File: src/rtl/sipp_core.sv
// sipp_core: multi-cycle six-plus-instruction processor with req/ack
// instruction and data ports, parametrised register file and PC width.
module sipp_core #(
  parameter int DW   = 16,
  parameter int NREG = 16,
  parameter int PW   = 8,
  parameter int AW   = 8
) (
  input  logic          clk,
  input  logic          rst,
  output logic          i_req,
  output logic [PW-1:0] i_addr,
  input  logic          i_ack,
  input  logic [15:0]   i_data,
  output logic          d_req,
  output logic          d_we,
  output logic [AW-1:0] d_addr,
  output logic [DW-1:0] d_wdata,
  input  logic          d_ack,
  input  logic [DW-1:0] d_rdata,
  output logic          retire,
  output logic          halted,
  output logic          illegal
);

  localparam int RW = (NREG > 1) ? $clog2(NREG) : 1;

  typedef enum logic [2:0] {
    S_RST, S_FETCH, S_DECODE, S_EXEC, S_MEM, S_HALT
  } state_t;

  typedef enum logic [3:0] {
    OP_LOAD  = 4'd0,
    OP_STORE = 4'd1,
    OP_ADD   = 4'd2,
    OP_LDI   = 4'd3,
    OP_SUB   = 4'd4,
    OP_JMPZ  = 4'd5,
    OP_AND   = 4'd6,
    OP_OR    = 4'd7,
    OP_HALT  = 4'd8
  } op_t;

  state_t          state, state_nx;
  logic [PW-1:0]   pc, pc_nx;
  logic [15:0]     ir;
  logic [DW-1:0]   regs [NREG];
  logic [DW-1:0]   op_a, op_b, op_c;
  logic            halted_q, illegal_q;
  logic            set_halt, set_illegal;
  logic            wb_en;
  logic [DW-1:0]   wb_data;

  op_t             opc;
  logic [RW-1:0]   ra, rb, rc;
  logic [DW-1:0]   imm_dw;
  logic [PW-1:0]   imm_pw;
  logic [PW-1:0]   pc_inc;

  assign opc    = op_t'(ir[15:12]);
  assign ra     = ir[8 +: RW];
  assign rb     = ir[4 +: RW];
  assign rc     = ir[0 +: RW];
  assign imm_dw = DW'($signed(ir[7:0]));
  assign imm_pw = PW'($signed(ir[7:0]));
  assign pc_inc = pc + PW'(1);

  assign i_addr  = pc;
  assign halted  = halted_q;
  assign illegal = illegal_q;

  // Next-state, handshake outputs, write-back selection and PC update.
  always_comb begin
    state_nx    = state;
    pc_nx       = pc;
    i_req       = 1'b0;
    d_req       = 1'b0;
    d_we        = 1'b0;
    d_addr      = '0;
    d_wdata     = '0;
    retire      = 1'b0;
    wb_en       = 1'b0;
    wb_data     = '0;
    set_halt    = 1'b0;
    set_illegal = 1'b0;
    case (state)
      S_RST:    state_nx = S_FETCH;
      S_FETCH: begin
        i_req = 1'b1;
        if (i_ack) state_nx = S_DECODE;
      end
      S_DECODE: state_nx = S_EXEC;
      S_EXEC: begin
        state_nx = S_FETCH;
        pc_nx    = pc_inc;
        retire   = 1'b1;
        case (opc)
          OP_ADD:  begin wb_en = 1'b1; wb_data = op_b + op_c; end
          OP_SUB:  begin wb_en = 1'b1; wb_data = op_b - op_c; end
          OP_AND:  begin wb_en = 1'b1; wb_data = op_b & op_c; end
          OP_OR:   begin wb_en = 1'b1; wb_data = op_b | op_c; end
          OP_LDI:  begin wb_en = 1'b1; wb_data = imm_dw; end
          OP_JMPZ: if (op_a == '0) pc_nx = pc + imm_pw;
          OP_LOAD, OP_STORE: begin
            state_nx = S_MEM;
            pc_nx    = pc;
            retire   = 1'b0;
          end
          OP_HALT: begin
            state_nx = S_HALT;
            pc_nx    = pc;
            retire   = 1'b0;
            set_halt = 1'b1;
          end
          default: set_illegal = 1'b1;
        endcase
      end
      S_MEM: begin
        d_req   = 1'b1;
        d_we    = (opc == OP_STORE);
        d_addr  = AW'(ir[7:0]);
        d_wdata = op_a;
        if (d_ack) begin
          wb_en    = (opc == OP_LOAD);
          wb_data  = d_rdata;
          pc_nx    = pc_inc;
          retire   = 1'b1;
          state_nx = S_FETCH;
        end
      end
      S_HALT:   state_nx = S_HALT;
      default:  state_nx = S_RST;
    endcase
  end

  // Control state, PC, instruction register, operand latches and sticky flags.
  always_ff @(posedge clk or negedge rst) begin
    if (!rst) begin
      state     <= S_RST;
      pc        <= '0;
      ir        <= '0;
      op_a      <= '0;
      op_b      <= '0;
      op_c      <= '0;
      halted_q  <= 1'b0;
      illegal_q <= 1'b0;
    end else begin
      state <= state_nx;
      pc    <= pc_nx;
      if (state == S_FETCH && i_ack) ir <= i_data;
      // Operands are captured before write-back, so ra==rb==rc uses old values.
      if (state == S_DECODE) begin
        op_a <= regs[ra];
        op_b <= regs[rb];
        op_c <= regs[rc];
      end
      if (set_halt)    halted_q  <= 1'b1;
      if (set_illegal) illegal_q <= 1'b1;
    end
  end

  // Register file write port.
  always_ff @(posedge clk or negedge rst) begin
    if (!rst) begin
      for (int unsigned i = 0; i < NREG; i++) regs[i] <= '0;
    end else if (wb_en) begin
      regs[ra] <= wb_data;
    end
  end

endmodule

File: config.mk
export PLATFORM = sky130hd
export DESIGN_NAME = sipp_core
export DESIGN_NICKNAME = d
export VERILOG_FILES = /design/src/rtl/sipp_core.sv
export SDC_FILE = /design/constraint.sdc
export NUM_CORES = 1
export LEC_CHECK = 0
export CAP_MARGIN = 20
export CORE_MARGIN = 4
export CORE_UTILIZATION = 50
export DETAILED_ROUTE_END_ITERATION = 6
export GPL_ROUTABILITY_DRIVEN = 0
export PLACE_DENSITY = 0.67
export SYNTH_ARGS = -nofsm -noshare
export SYNTH_HDL_FRONTEND = slang
export SYNTH_SLANG_ARGS = --single-unit
File: constraint.sdc
create_clock -name clk -period 5.3 [get_ports clk]
set_input_delay 0.795 -clock clk [delete_from_list [all_inputs] [get_ports clk]]
set_output_delay 0.795 -clock clk [all_outputs]
set_load 0.02 [all_outputs]
Yosys cells after proc, flatten, opt, wreduce, memory -nomap -nowiden

Index checks and enable logic that the tools add are counted.

Magnitude comparators: 4
Reduce and logical (&&, ||, !) cells: 12
$add $sub $neg: 4
Shift-type cells: 0
Bitwise logic cells: 5
Muxes and demuxes: 38
Divide/modulo/power cells: 0
Equal/unequal tests: 16
Multiply operators: 0

Operator list:

| operator                                                         | count |
|---|---|
| 256-bit bitwise mux                                              | 1 |
| 16-bit binary-select mux with 4-bit select                       | 3 |
| 16-bit 2-to-1 mux                                                | 9 |
| 16-bit one-hot mux with 5 select lines                           | 1 |
| 16-bit demux with 4-bit select                                   | 1 |
| 16-bit one-hot mux with 2 select lines                           | 1 |
| 8-bit one-hot mux with 2 select lines                            | 2 |
| 8-bit 2-to-1 mux                                                 | 3 |
| 3-bit one-hot mux with 6 select lines                            | 1 |
| 16-bit adder                                                     | 1 |
| 16-bit AND                                                       | 1 |
| 4-bit by 3-bit == test with 1-bit output (second input constant) | 4 |
| 16-bit zero test                                                 | 1 |
| 16-bit OR                                                        | 1 |
| 16-bit subtractor                                                | 1 |
| 5-bit greater-or-equal comparator (second input constant)        | 3 |
| 4-bit inverter with 5-bit output                                 | 3 |
| 1-bit 2-to-1 mux                                                 | 11 |
| 9-bit OR reduction                                               | 1 |
| 8-bit by 1-bit adder with 8-bit output (second input constant)   | 1 |
| 8-bit adder                                                      | 1 |
| 4-bit by 2-bit == test with 1-bit output (second input constant) | 2 |
| 3-bit by 2-bit == test with 1-bit output (second input constant) | 2 |
| 3-bit == test (second input constant)                            | 2 |
| 17 further kinds                                                 | 22 |

Memories kept: 0
Output and inout bits: 38
Memory bits (read-only): 0
Input bits: 36
Register bits after elaboration: 333
Logic and storage cells: 103
Bits in writable memories: 0
Latch bits: 0

Longest topological paths before layout

Depth after elaboration: 6
Gate-level depth with buffers: 15
Mapped depth without buffers: 14

Least setup slack after synthesis

No wires, ideal clock.

Path type: reg-to-reg
Start: reg ir[15]
End: reg regs[140] in the netlist's numbering
Required time: 5.167 ns
Path buffers: 3
Arrival: 3.712 ns
Cell stages (with the launch flop): 16
Slack: 1.455 ns
Cells stage by stage: dfrtp_1 clkbuf_1 or3b_2 nor2_1 clkbuf_1 a21oi_1 xnor2_1 ha_1 a21o_1 a221oi_1 o21ai_0 nand3_1 o22ai_1 a21oi_1 buf_2 a21oi_1

Cells in the longest elaborated chain, start to end: 4
Elaborated cells on any way between the ends: 13

Ends and longest elaborated chain:

| element                                                                                              | line    | text |
|---|---|---|
| start: declaration                                                                                   | 46      | `logic [15:0] ir;` |
| start signal: assignment                                                                             | 150     | `if (state == S_FETCH && i_ack) ir <= i_data;` |
| 4-bit by 2-bit == test with 1-bit output or 4-bit by 3-bit == test with 1-bit output (tied branches) | 97      | `case (opc)` |
| 16-bit one-hot mux with 5 select lines or 5-bit OR reduction (tied branches)                         | --      |  |
| 16-bit one-hot mux with 2 select lines or 1-bit 2-to-1 mux (tied branches)                           | 86, 97  |  |
| 256-bit bitwise mux or 1-bit one-hot mux with 2 select lines (tied branches)                         | 167, 86 |  |
| end signal: indexed assignment                                                                       | 167     | `regs[ra] <= wb_data;` |
| end: declaration                                                                                     | 47      | `logic [DW-1:0] regs [NREG];` |

Several ways; a longest one is shown, not always the timed one.
A chain may end at the register's enable or synchronous reset.

Final worst setup path

Start: reg ir[13]
End: reg regs[124] in the netlist's numbering

Same word-level chain as after synthesis.

==> impl_metrics.ini <==
[route]
avgViaCountPerCell = 6.664
drt-initial-drc-count = 1953
wl_per_cell_um = 26.92
via_count = 15130
first_pass_iters = 5
drc = 0
ant_nets = 0
routed_wl_um = 61110

[clocking]
numCtsBuffers = 37
cts-hold-fix-buffers = 0
clk_latency_ns = 0.54
htree_num_levels = 2
cts_root_buf = clkbuf_16
cts_resized = 0
cts_num_sinks = 333
cts_tree = done
cts_setup_buffers = 0
clockBufferDepth = 3
clkTransAtPathRegs_ns = 0.07

[cells_and_area]
fin_area_um2 = 22830
fillers = 3188
post-route-util_pct = 57.19
area_growth_pct = 12.35
final_nets = 1784
diodes = 0
drive_above_1_share_pct = 26.65

[logic_synthesis]
synth_top_area_share_pct = 41.01
synth.distinct_cells = 75
yosysTopAreaCell = dfrtp_1
ys.flop_type = dfrtp_1
ys_seq_elements = 333
synthSimpleGateAreaFrac_pct = 9.546
synth_seq_area_share_pct = 41.01
syn_inst = 1709
synth.area.mux_share_pct = 31.19
synth-adder-area-share_pct = 2.340
syn-cell-area_um2 = 20320
synth-edff-count = 0
synth-compound-area-share_pct = 10.72
synth_top_family_by_area = multiplexers
synthTopCellsByArea = dfrtp_1, mux4_2, a21oi_1, mux2_2, nor2_1
synth-async-reset-ratio_pct = 100.0
synth-xor-area-share_pct = 1.379
synth_warnings = 0
syn_area_per_cell_um2 = 11.89
syn-num-nets = 1773

[global_routing]
grt_max_degree = 123
globalRouteOverflowTotal = 0
antenna_found_initial = 0
grtUsageTotal_pct = 27.86
grt_pass1_wl_um = 93310
grt_pass1_vias = 15150

[power]
seqPwrFrac_pct = 30.7
p_int_uw = 8225
switching_share_pct = 41.64
power.switching_uw = 5869
clkPwrFrac_pct = 19.0
combPwrFrac_pct = 50.3
cellLeakagePower_uw = 0.009327
peakVddDrop_mv = 0.3274
power-per-cell-area_nw_per_um2 = 617.5

[timing]
fin_tns_setup_ns = 0
fmax_ghz = 0.2370
skew_ns = 0.01792
final_hold_viol_count = 0
tightest_slew_ns = 0.9251
maxSlewViolCount = 0
setup_viol = 0
rsz0062_at_grt = no
finalCritPeriodShare_pct = 79.60
maxSlewHeadroom_pct = 38.32
fin_crit_ns = 4.219

[setup_path]
cp_max_fo = 16
cp-end-kind = register
critical_path_class = register to register
path_cells = or3b_2 > nor2_1 > buf_4 > a21oi_1 > xnor2_1 > ha_1 > a21o_1 > a221oi_1 > o21ai_0 > nand3_1 > o22ai_1 > a21oi_1 > buf_4 > o21ai_1
cpMaxStageDelayCell = a221oi_1
cp.required_ns = 5.70
cpPeakStageDelay_ns = 0.57
r2r_setup_slack_ns = 1.08
critPathLaunchType = register
cp_data_arrival_time_ns = 4.62

[floorplanning]
die_h_um = 209.6
rows = 73
die_area_um2 = 43920
pin_count = 74
die_w_um = 209.6
initial_utilization_pct = 50.90
core_area_um2 = 39910

[job]
cap_violations = 0

[outcome]
status = complete, no violations

[place]
placed_cell_area_um2 = 21570
port_buffers = 73
dp_hpwl_um = 38830

[hold_path]
hp-class = input port to asynchronous set/reset pin
## flip-flops by register name (all words and copies together), names as in the netlist
register	cells
op_c	16
regs	256
halted	1
illegal	1
op_a	16
i_addr	8
state	3
op_b	16
ir	16
## metrics by stage
step                total power, uW  hold WS (ns)  setup slack, ns  std cells
floorplan                      9358        0.4793            1.455       1709
global placement              11160        0.4588            1.224       2205
detailed placement            11330        0.4672            1.212       2205
CTS                           14040        0.3800            1.182       2269
global route                  14900        0.4257           0.8640       2270
finish                        14090        0.3487            1.081       2270
## layout by cell type, fill, tap and decap left out, drive strengths merged, types with 8 or more instances in the layout
cell type,netlist,routed
dfrtp,333,333
mux4,240,240
a21oi,162,162
nor2,155,155
nand2,154,154
o21ai,150,150
mux2,77,77
clkdlybuf4s50,0,72
buf,58,57
clkbuf,99,44
and2,27,27
ha,26,26
inv,22,24
xnor2,23,23
nor3,12,12
nor4,12,12
maj3,11,11
clkinv,0,11
xor2,9,9
nand2b,9,9
nand3,9,9
a22oi,8,8
a21o,8,8
## cell families (layout without fill, tap and decap cells)
group	after synthesis	in the layout
simple gates	421	421
compound gates	385	385
flops	333	333
mux	320	320
buf+inv	179	215
fa+ha+maj	39	39
xor+xnor	32	32
## power groups by stage
| stage | clock (uW) | sequential, uW | combinational [uW] |
|---|---|---|---|
| floorplan | 0 | 3710 | 5650 |
| global placement | 0 | 4280 | 6880 |
| detailed placement | 0 | 4340 | 6980 |
| CTS | 2730 | 4300 | 7010 |
| global route | 2830 | 4440 | 7630 |
| finish | 2680 | 4330 | 7080 |
## final timing paths
kind                        endpoint  cells after the start   start
setup / recovery           regs[124]                     14  ir[13]
hold / removal              regs[80]                      1     rst
setup reg to reg           regs[124]                     14  ir[13]
hold reg to reg               halted                      1  halted
max in group asynchronous  regs[107]                      2     rst
min in group clk              halted                      1  halted
## cells in the mapped netlist (3+ instances only)
cell type  instances
dfrtp_1          333
mux4_2           240
a21oi_1          162
nor2_1           155
nand2_1          153
o21ai_1          106
clkbuf_1          99
mux2_2            66
o21ai_0           44
buf_2             37
and2_1            26
ha_1              26
xnor2_1           23
inv_1             22
buf_1             13
nor3_1            12
maj3_1            11
mux2_4             9
nand2b_1           9
nand3_1            9
nor4_1             9
xor2_1             9
a21o_1             8
a22oi_1            8
buf_6              7
nor2b_1            7
o21a_1             6
o22ai_1            5
o31ai_1            5
a221oi_2           4
or3_1              4
or4_1              4
a222oi_1           3
a311oi_1           3
a31o_2             3
a31oi_1            3
and3_1             3
mux2i_1            3
nand4_1            3
nor3b_1            3
nor4_2             3
nor4b_2            3
## critical path: cells and delay by family (launching register included)
family | cells | cell delay (ns)
AO/OA/AOI/OAI | 7 | 1.75
AND/OR/NAND/NOR | 3 | 0.80
flip-flops | 1 | 0.54
buffers and inverters | 2 | 0.53
adder cells (fa/ha/maj) | 1 | 0.34
XOR/XNOR | 1 | 0.13
## metal layers
| metal | up-vias | wire, um | GRT usage (%) |
|---|---|---|---|
| li1 | 6487 | - | - |
| met1 | 7757 | 24220 | 38.84 |
| met2 | 744 | 28280 | 43.24 |
| met3 | 140 | 6093 | 6.233 |
| met4 | 0 | 2525 | 10.82 |
| met5 | - | 0 | 0 |
## area by class of cell
| class | count | area [um^2] | area share [%] |
|---|---|---|---|
| Multi-Input combinational cell | 1197 | 11270 | 49.38 |
| Sequential cell | 333 | 8351 | 36.58 |
| Timing Repair Buffer | 129 | 1216 | 5.328 |
| Clock buffer | 44 | 982.2 | 4.303 |
| Tap cell | 525 | 656.9 | 2.878 |
| Clock inverter | 20 | 267.8 | 1.173 |
| Inverter | 22 | 82.58 | 0.3618 |
Note: power is estimated with default switching activity, not from simulation.
